[src/rtl/systolic_feeder_if.sv]
// Operand/lane bundle between a systolic_feeder and its controller.
// Master drives start and the two operand matrices; the feeder drives the skewed lanes and status.
interface systolic_feeder_if #(
  parameter int DATA_W = 8
);
  logic                 start;
  logic [16*DATA_W-1:0] a_flat;
  logic [16*DATA_W-1:0] b_flat;
  logic [DATA_W-1:0]    west0, west4, west8, west12;
  logic [DATA_W-1:0]    north0, north1, north2, north3;
  logic                 array_clr;
  logic                 busy;
  logic                 done;

  modport master (
    output start, a_flat, b_flat,
    input  west0, west4, west8, west12, north0, north1, north2, north3,
    input  array_clr, busy, done
  );

  modport slave (
    input  start, a_flat, b_flat,
    output west0, west4, west8, west12, north0, north1, north2, north3,
    output array_clr, busy, done
  );
endinterface

[src/rtl/systolic_feeder.sv]
// Captures two 4x4 operand matrices and streams them diagonally skewed into a 4x4
// systolic array: clear, 7 feed steps, zero drain, then a one-cycle done pulse.
module systolic_feeder #(
  parameter int DATA_W = 8,
  parameter int DRAIN  = 4
) (
  input logic              clk,
  input logic              rst,
  systolic_feeder_if.slave bus
);
  localparam int            CW     = (DRAIN > 1) ? $clog2(DRAIN) : 1;
  localparam logic [CW-1:0] D_LAST = CW'(DRAIN - 1);
  localparam logic [2:0]    K_LAST = 3'd6;

  typedef enum logic [2:0] {S_IDLE, S_LOAD, S_FEED, S_DRAIN, S_DONE} state_t;

  state_t            state;
  logic [2:0]        k;
  logic [CW-1:0]     dcnt;
  logic [DATA_W-1:0] a_in    [16];
  logic [DATA_W-1:0] b_in    [16];
  logic [DATA_W-1:0] a_cap   [16];
  logic [DATA_W-1:0] b_cap   [16];
  logic [DATA_W-1:0] west_q  [4];
  logic [DATA_W-1:0] north_q [4];
  logic [DATA_W-1:0] west_n  [4];
  logic [DATA_W-1:0] north_n [4];
  logic              clr_q, busy_q, done_q;

  for (genvar e = 0; e < 16; e++) begin : g_unpack
    assign a_in[e] = bus.a_flat[e*DATA_W +: DATA_W];
    assign b_in[e] = bus.b_flat[e*DATA_W +: DATA_W];
  end

  // Lane values for the step the registers will hold next cycle (0 out of LOAD, k+1 in FEED).
  always_comb begin
    int unsigned s;
    s = (state == S_FEED) ? 32'(k + 3'd1) : 32'd0;
    for (int unsigned i = 0; i < 4; i++) begin
      west_n[i]  = '0;
      north_n[i] = '0;
      if (s >= i && s - i <= 32'd3) begin
        west_n[i]  = a_cap[4'(3*i + s)];
        north_n[i] = b_cap[4'(4*(s - i) + i)];
      end
    end
  end

  always_ff @(posedge clk or posedge rst) begin
    if (rst) begin
      state   <= S_IDLE;
      k       <= '0;
      dcnt    <= '0;
      a_cap   <= '{default: '0};
      b_cap   <= '{default: '0};
      west_q  <= '{default: '0};
      north_q <= '{default: '0};
      clr_q   <= 1'b0;
      busy_q  <= 1'b0;
      done_q  <= 1'b0;
    end else begin
      case (state)
        S_IDLE, S_DONE: begin
          done_q <= 1'b0;
          if (bus.start) begin
            a_cap  <= a_in;
            b_cap  <= b_in;
            state  <= S_LOAD;
            clr_q  <= 1'b1;
            busy_q <= 1'b1;
          end else begin
            state <= S_IDLE;
          end
        end
        S_LOAD: begin
          state   <= S_FEED;
          k       <= '0;
          clr_q   <= 1'b0;
          west_q  <= west_n;
          north_q <= north_n;
        end
        S_FEED: begin
          if (k == K_LAST) begin
            state   <= S_DRAIN;
            k       <= '0;
            dcnt    <= '0;
            west_q  <= '{default: '0};
            north_q <= '{default: '0};
          end else begin
            k       <= k + 3'd1;
            west_q  <= west_n;
            north_q <= north_n;
          end
        end
        S_DRAIN: begin
          if (dcnt == D_LAST) begin
            state  <= S_DONE;
            busy_q <= 1'b0;
            done_q <= 1'b1;
          end else begin
            dcnt <= dcnt + 1'b1;
          end
        end
        default: state <= S_IDLE;
      endcase
    end
  end

  assign bus.west0     = west_q[0];
  assign bus.west4     = west_q[1];
  assign bus.west8     = west_q[2];
  assign bus.west12    = west_q[3];
  assign bus.north0    = north_q[0];
  assign bus.north1    = north_q[1];
  assign bus.north2    = north_q[2];
  assign bus.north3    = north_q[3];
  assign bus.array_clr = clr_q;
  assign bus.busy      = busy_q;
  assign bus.done      = done_q;
endmodule
[src/flat_wrapper.sv]
// flat-port wrapper written by rule: the top's interface ports become plain ports
module systolic_feeder_flat 
#(
  parameter int DATA_W = 8,
  parameter int DRAIN  = 4
)
  (clk, rst, bus_start, bus_a_flat, bus_b_flat, bus_west0, bus_west4, bus_west8, bus_west12, bus_north0, bus_north1, bus_north2, bus_north3, bus_array_clr, bus_busy, bus_done);
  systolic_feeder_if #(.DATA_W(DATA_W)) bus_i ();
  input logic clk;
  input logic rst;
  input wire logic [$bits(bus_i.start)-1:0] bus_start;
  input wire logic [$bits(bus_i.a_flat)-1:0] bus_a_flat;
  input wire logic [$bits(bus_i.b_flat)-1:0] bus_b_flat;
  output wire logic [$bits(bus_i.west0)-1:0] bus_west0;
  output wire logic [$bits(bus_i.west4)-1:0] bus_west4;
  output wire logic [$bits(bus_i.west8)-1:0] bus_west8;
  output wire logic [$bits(bus_i.west12)-1:0] bus_west12;
  output wire logic [$bits(bus_i.north0)-1:0] bus_north0;
  output wire logic [$bits(bus_i.north1)-1:0] bus_north1;
  output wire logic [$bits(bus_i.north2)-1:0] bus_north2;
  output wire logic [$bits(bus_i.north3)-1:0] bus_north3;
  output wire logic [$bits(bus_i.array_clr)-1:0] bus_array_clr;
  output wire logic [$bits(bus_i.busy)-1:0] bus_busy;
  output wire logic [$bits(bus_i.done)-1:0] bus_done;
  assign bus_i.start = bus_start;
  assign bus_i.a_flat = bus_a_flat;
  assign bus_i.b_flat = bus_b_flat;
  assign bus_west0 = bus_i.west0;
  assign bus_west4 = bus_i.west4;
  assign bus_west8 = bus_i.west8;
  assign bus_west12 = bus_i.west12;
  assign bus_north0 = bus_i.north0;
  assign bus_north1 = bus_i.north1;
  assign bus_north2 = bus_i.north2;
  assign bus_north3 = bus_i.north3;
  assign bus_array_clr = bus_i.array_clr;
  assign bus_busy = bus_i.busy;
  assign bus_done = bus_i.done;
  systolic_feeder #(.DATA_W(DATA_W), .DRAIN(DRAIN)) u_core (.clk(clk), .rst(rst), .bus(bus_i));
endmodule
[config.mk]
export PLATFORM = sky130hd
export DESIGN_NAME = systolic_feeder_flat
export DESIGN_NICKNAME = d
export VERILOG_FILES = /design/src/rtl/systolic_feeder_if.sv /design/src/rtl/systolic_feeder.sv /design/src/flat_wrapper.sv
export SDC_FILE = /design/constraint.sdc
export NUM_CORES = 1
export LEC_CHECK = 0
export CAP_MARGIN = 20
export CORE_ASPECT_RATIO = 1.75
export CORE_UTILIZATION = 29
export DETAILED_ROUTE_END_ITERATION = 10
export GPL_TIMING_DRIVEN = 0
export PLACE_DENSITY_LB_ADDON = 0.1
export SLEW_MARGIN = 25
export SYNTH_ARGS = -nofsm -noshare
export SYNTH_HDL_FRONTEND = slang
export SYNTH_SLANG_ARGS = --single-unit
export TNS_END_PERCENT = 100
[constraint.sdc]
create_clock -name clk -period 33.9 [get_ports clk]
set_clock_uncertainty 0.15 [all_clocks]
set_input_delay 6.78 -clock clk [delete_from_list [all_inputs] [get_ports clk]]
set_output_delay 6.78 -clock clk [all_outputs]
set_load 0.05 [all_outputs]
# Word level (Yosys, flattened, before mapping)
# Index checks and enable logic that the tools add are counted.
# word_totals
reg_bits,331
inputBits,259
output_inout_bits,67
wordCells,160
# op_classes
add_sub_neg,12
order_cmp,16
eq_ne,10
muxes,52
bitwise_logic,8
reduce_logical,16
# op_table
cell,count
8-bit binary-select mux with 4-bit select,8
8-bit 2-to-1 mux,24
"32-bit by 2-bit <= comparator with 1-bit output, second input constant",4
32-bit case mux with 2 select lines,2
"32-bit by 1-bit greater-or-equal comparator with 1-bit output, second input constant",2
"32-bit by 2-bit greater-or-equal comparator with 1-bit output, second input constant",2
32-bit 2-to-1 mux,2
"32-bit by 2-bit subtractor with 32-bit output, second input constant",2
"5-bit greater-or-equal comparator, second input constant",8
4-bit inverter with 5-bit output,8
"32-bit by 1-bit subtractor with 32-bit output, second input constant",1
3-bit case mux with 4 select lines,1
3-bit 2-to-1 mux,3
"4-bit by 2-bit adder with 4-bit output, second input constant",2
2-bit AND reduction,4
2-bit nonzero test,4
"3-bit by 2-bit equality test with 1-bit output, second input constant",2
"3-bit equality test, second input constant",2
"2-bit inequality test, second input constant",3
1-bit case mux with 2 select lines,3
3-bit case mux with 2 select lines,1
3-bit AND reduction,2
"2-bit by 4-bit adder with 4-bit output, first input constant",1
"3-bit by 1-bit adder with 4-bit output, second input constant",1
other kinds (15),22

# Longest topological paths before layout
# depth
depth_word,11
mapped_depth,15
ltp_nobuf,12

# Least setup slack after synthesis
# Ideal clock, no wire load.
# synth_path
kind,input -> register
from,input port bus_start
to,register u_core.a_cap[72] (netlist bit)
setup_ns,0.125
t_arrival_ns,7.978
t_required_ns,33.625
path_slack_ns,25.648
path_stages,4
n_path_buf,2
path_cell_list,nor3b_1 -> buf_2 -> buf_2 -> mux2_2
# synth_via
elab_chain_cells,1
# synth_rtl
element,line_no,text
from (decl),flat_wrapper.sv:11,input wire logic [$bits(bus_i.start)-1:0] bus_start;
2-bit AND reduction (no line),n/a,
to (signal assigned),systolic_feeder.sv:66,a_cap <= a_in;
to (decl),systolic_feeder.sv:22,logic [DATA_W-1:0] a_cap [16];
# Every way passes these cells.
# A chain may end at the register's enable or synchronous reset.

# Worst setup path in the final report
# layout_path
from,input port bus_start
to,register u_core.a_cap[36] (netlist bit)
# Same word-level chain as after synthesis.

==> metrics.txt <==
max-cap violations 0; Fin. Hold Viols 0; grt total ovfl 0; M1 GR Usage 21.36%; Yosys Warn Count 0; Post-Synthesis Cells around 1,100; Clock Pin Slew Worst Setup and Hold Paths roughly 0.060 ns; registers with the most flip-flops u_core.a_cap (128), u_core.b_cap (128); DP HPWL ~38 mm; Die Width 173.1 µm; post-synthesis instance area ~15,000 µm²; crit path kind in2reg; Synth area leader dfrtp_1; Peak VDD IR about 49 µV; initial DRC count between 300 and 400; Worst Setup Start Kind primary input; Row Count 109; Arrival @ worst endpoint roughly 9.7 ns; hold endpoint u_core.bus.west0[7]; Chip Height 301.4 µm; WHS Path Cells 1; CTS max path bufs 3; Post-CTS Setup Repair Bufs 0; Final Max Slew Viols 0; DRC viols 0; root buf cell clkbuf_16; unrepaired setup endpoints after global routing false; standby leakage power between 0.008 and 0.009 µW; DR vias/cell 4.766; cts hold-fix bufs 0; Final min period 9.417 ns; Sink Count ~330; H-tree Lvls 2; IO Count 326; most frequent cell after synthesis dfrtp_1; status finished, final reports clean; count of final setup violators 0; die area 52,170 µm²; CTS tree done; GR Layer Usage met2 roughly 38%; Syn Area/Cell approximately 14 µm²; R2R Path Start u_core.k[0]; EDFF count, synth 0; Clock Latency Late Sink roughly 0.53 ns; number of global-route vias before repair 11,251; WL per Instance ~24 µm; Synth cell types 50; depth of the most critical reg-to-reg path 10; synthesis-stage register bit count about 330; post-route ant nets 0; Placed Area between 15,000 and 20,000 µm²; Seq/Total Area, Yosys 55.76%; Area contributors post-synth dfrtp_1 56%, mux2_2 21%, mux4_2 4.9%; gr busiest metal met2; Final Cycle Share between 20% and 30%; Hold Slack around 0.34 ns; area fraction of the dominant cell type after synthesis approximately 56%; hold path start u_core.bus.west0[7]; Routed WL between 50 and 60 mm; via count around 10,000; Fmax 106.2 MHz; Synth-to-Final Area Change 36.63%; CP Capture Type flop; R2R Path End u_core.bus.north3[1]; cts repair resizes 0; Final Instance Area 20,300 µm²; NumNets Final ~1,700; Net Count, Synth 1,329; Port Buffer Count 325; share of cells above drive strength 1 between 20% and 30%; Main synth FF type dfrtp_1; first-pass GRT wire length 74.95 mm; CP Data Required Time approximately 34 ns; reg-to-reg slack, setup roughly 29 ns; HP Class reg2reg; Num CTS Buffers 36; post-synthesis async set-or-reset flop share 100.0%; met3 global-route usage between 3 and 4%; Max FO, Critical Path 10; Worst-Margin Slew roughly 1.1 ns; GRT Overall Usage between 10% and 20%; initial antenna violation count 3; drt first pass iters 4; core area around 51,000 µm²; largest net degree at the start of global routing just over 90; PD cells approximately 110 nW/µm²; final setup TNS 0 ns; worst rel slew slack between 20% and 30%; top cells by count, synth 331 x dfrtp_1, 272 x mux2_2, 79 x nand2_1; routability cong. just under 0.8; Initial Util roughly 30%
-- per-stage QoR --
step | util [%] | worst slack (ns) | std cells | total power (µW)
2_1_floorplan | - | 17.80 | 1058 | 1441
3_3_place_gp | 37.43 | 12.89 | 2049 | 1817
3_5_place_dp | 37.68 | 23.80 | 2053 | 1837
4_1_cts | 40.10 | 24.36 | 2118 | 2256
5_1_grt | 40.11 | 24.29 | 2120 | 2359
6_report | 40.11 | 24.48 | 2120 | 2210
-- per-layer routing --
metal | up-vias | share of wire [%]
met5 | - | 0.024
met4 | 2 | 2.2
met3 | 60 | 4.5
met2 | 247 | 55
met1 | 5184 | 38
li1 | 4610 | -
-- final cells by class --
type / instances / area [µm²]
buffer: 68 / 346.6
antenna: 2 / 5.005
multi-input combinational: 647 / 6186
clock buffer: 57 / 1121
tap: 666 / 833.3
timing repair buffer: 329 / 3363
sequential: 331 / 8283
clock inverter: 8 / 102.6
fill: 4913 / 30300
inverter: 12 / 55.05
-- how the worst max path moves through the flow --
stage / cells after the start / from / slack (ns) / end
after global placement: 2 / rst / 12.89 / u_core.b_cap[36]
after floorplan: 1 / rst / 17.80 / u_core.a_cap[0]
after CTS: 5 / bus_start / 24.36 / u_core.b_cap[93]
after global routing: 5 / bus_start / 24.29 / u_core.b_cap[93]
after detailed placement: 5 / bus_start / 23.80 / u_core.b_cap[91]
final: 5 / bus_start / 24.48 / u_core.a_cap[36]
-- power by group --
group / leakage, µW / internal [µW] / switching, µW
Clock: 0.000597 / 243 / 167
Sequential: 0.00408 / 584 / 104
Combinational: 0.00386 / 500 / 613
-- cells in the final DEF (no fill, tap or decap), types with 3 or more instances in the layout --
cell type	Yosys	layout
nand3_1	21	21
dfrtp_1	331	331
clkdlybuf4s50_1	0	325
buf_6	4	4
buf_1	5	5
o21ai_0	16	16
buf_16	0	4
a22o_1	36	36
a32o_1	10	10
buf_2	31	31
a21oi_1	14	14
o21ai_1	16	16
clkbuf_8	0	12
mux4_2	32	32
ha_1	12	12
buf_4	6	6
nor2_1	18	18
clkbuf_1	22	30
nor3_1	3	3
o31ai_1	9	9
mux2_2	272	272
nand2_1	79	79
mux2i_1	65	65
o22ai_1	7	7
inv_1	9	8
o221ai_1	5	5
clkbuf_16	0	37
-- cell families after synthesis --
logic type / Yosys count / synth area share (%)
mux: 369 / 29.85
flops: 331 / 55.76
simple gates: 137 / 4.245
compound gates: 127 / 6.359
buf+inv: 80 / 2.653
fa+ha+maj: 12 / 1.011
xor+xnor: 2 / 0.1179
-- critical path: stages --
cell and delay [ns]:
clkdlybuf4s50_1 0.47, nor3b_1 0.71, clkbuf_1 0.79, buf_2 0.53, mux2_2 0.38
(Power assumes the default switching activity.)
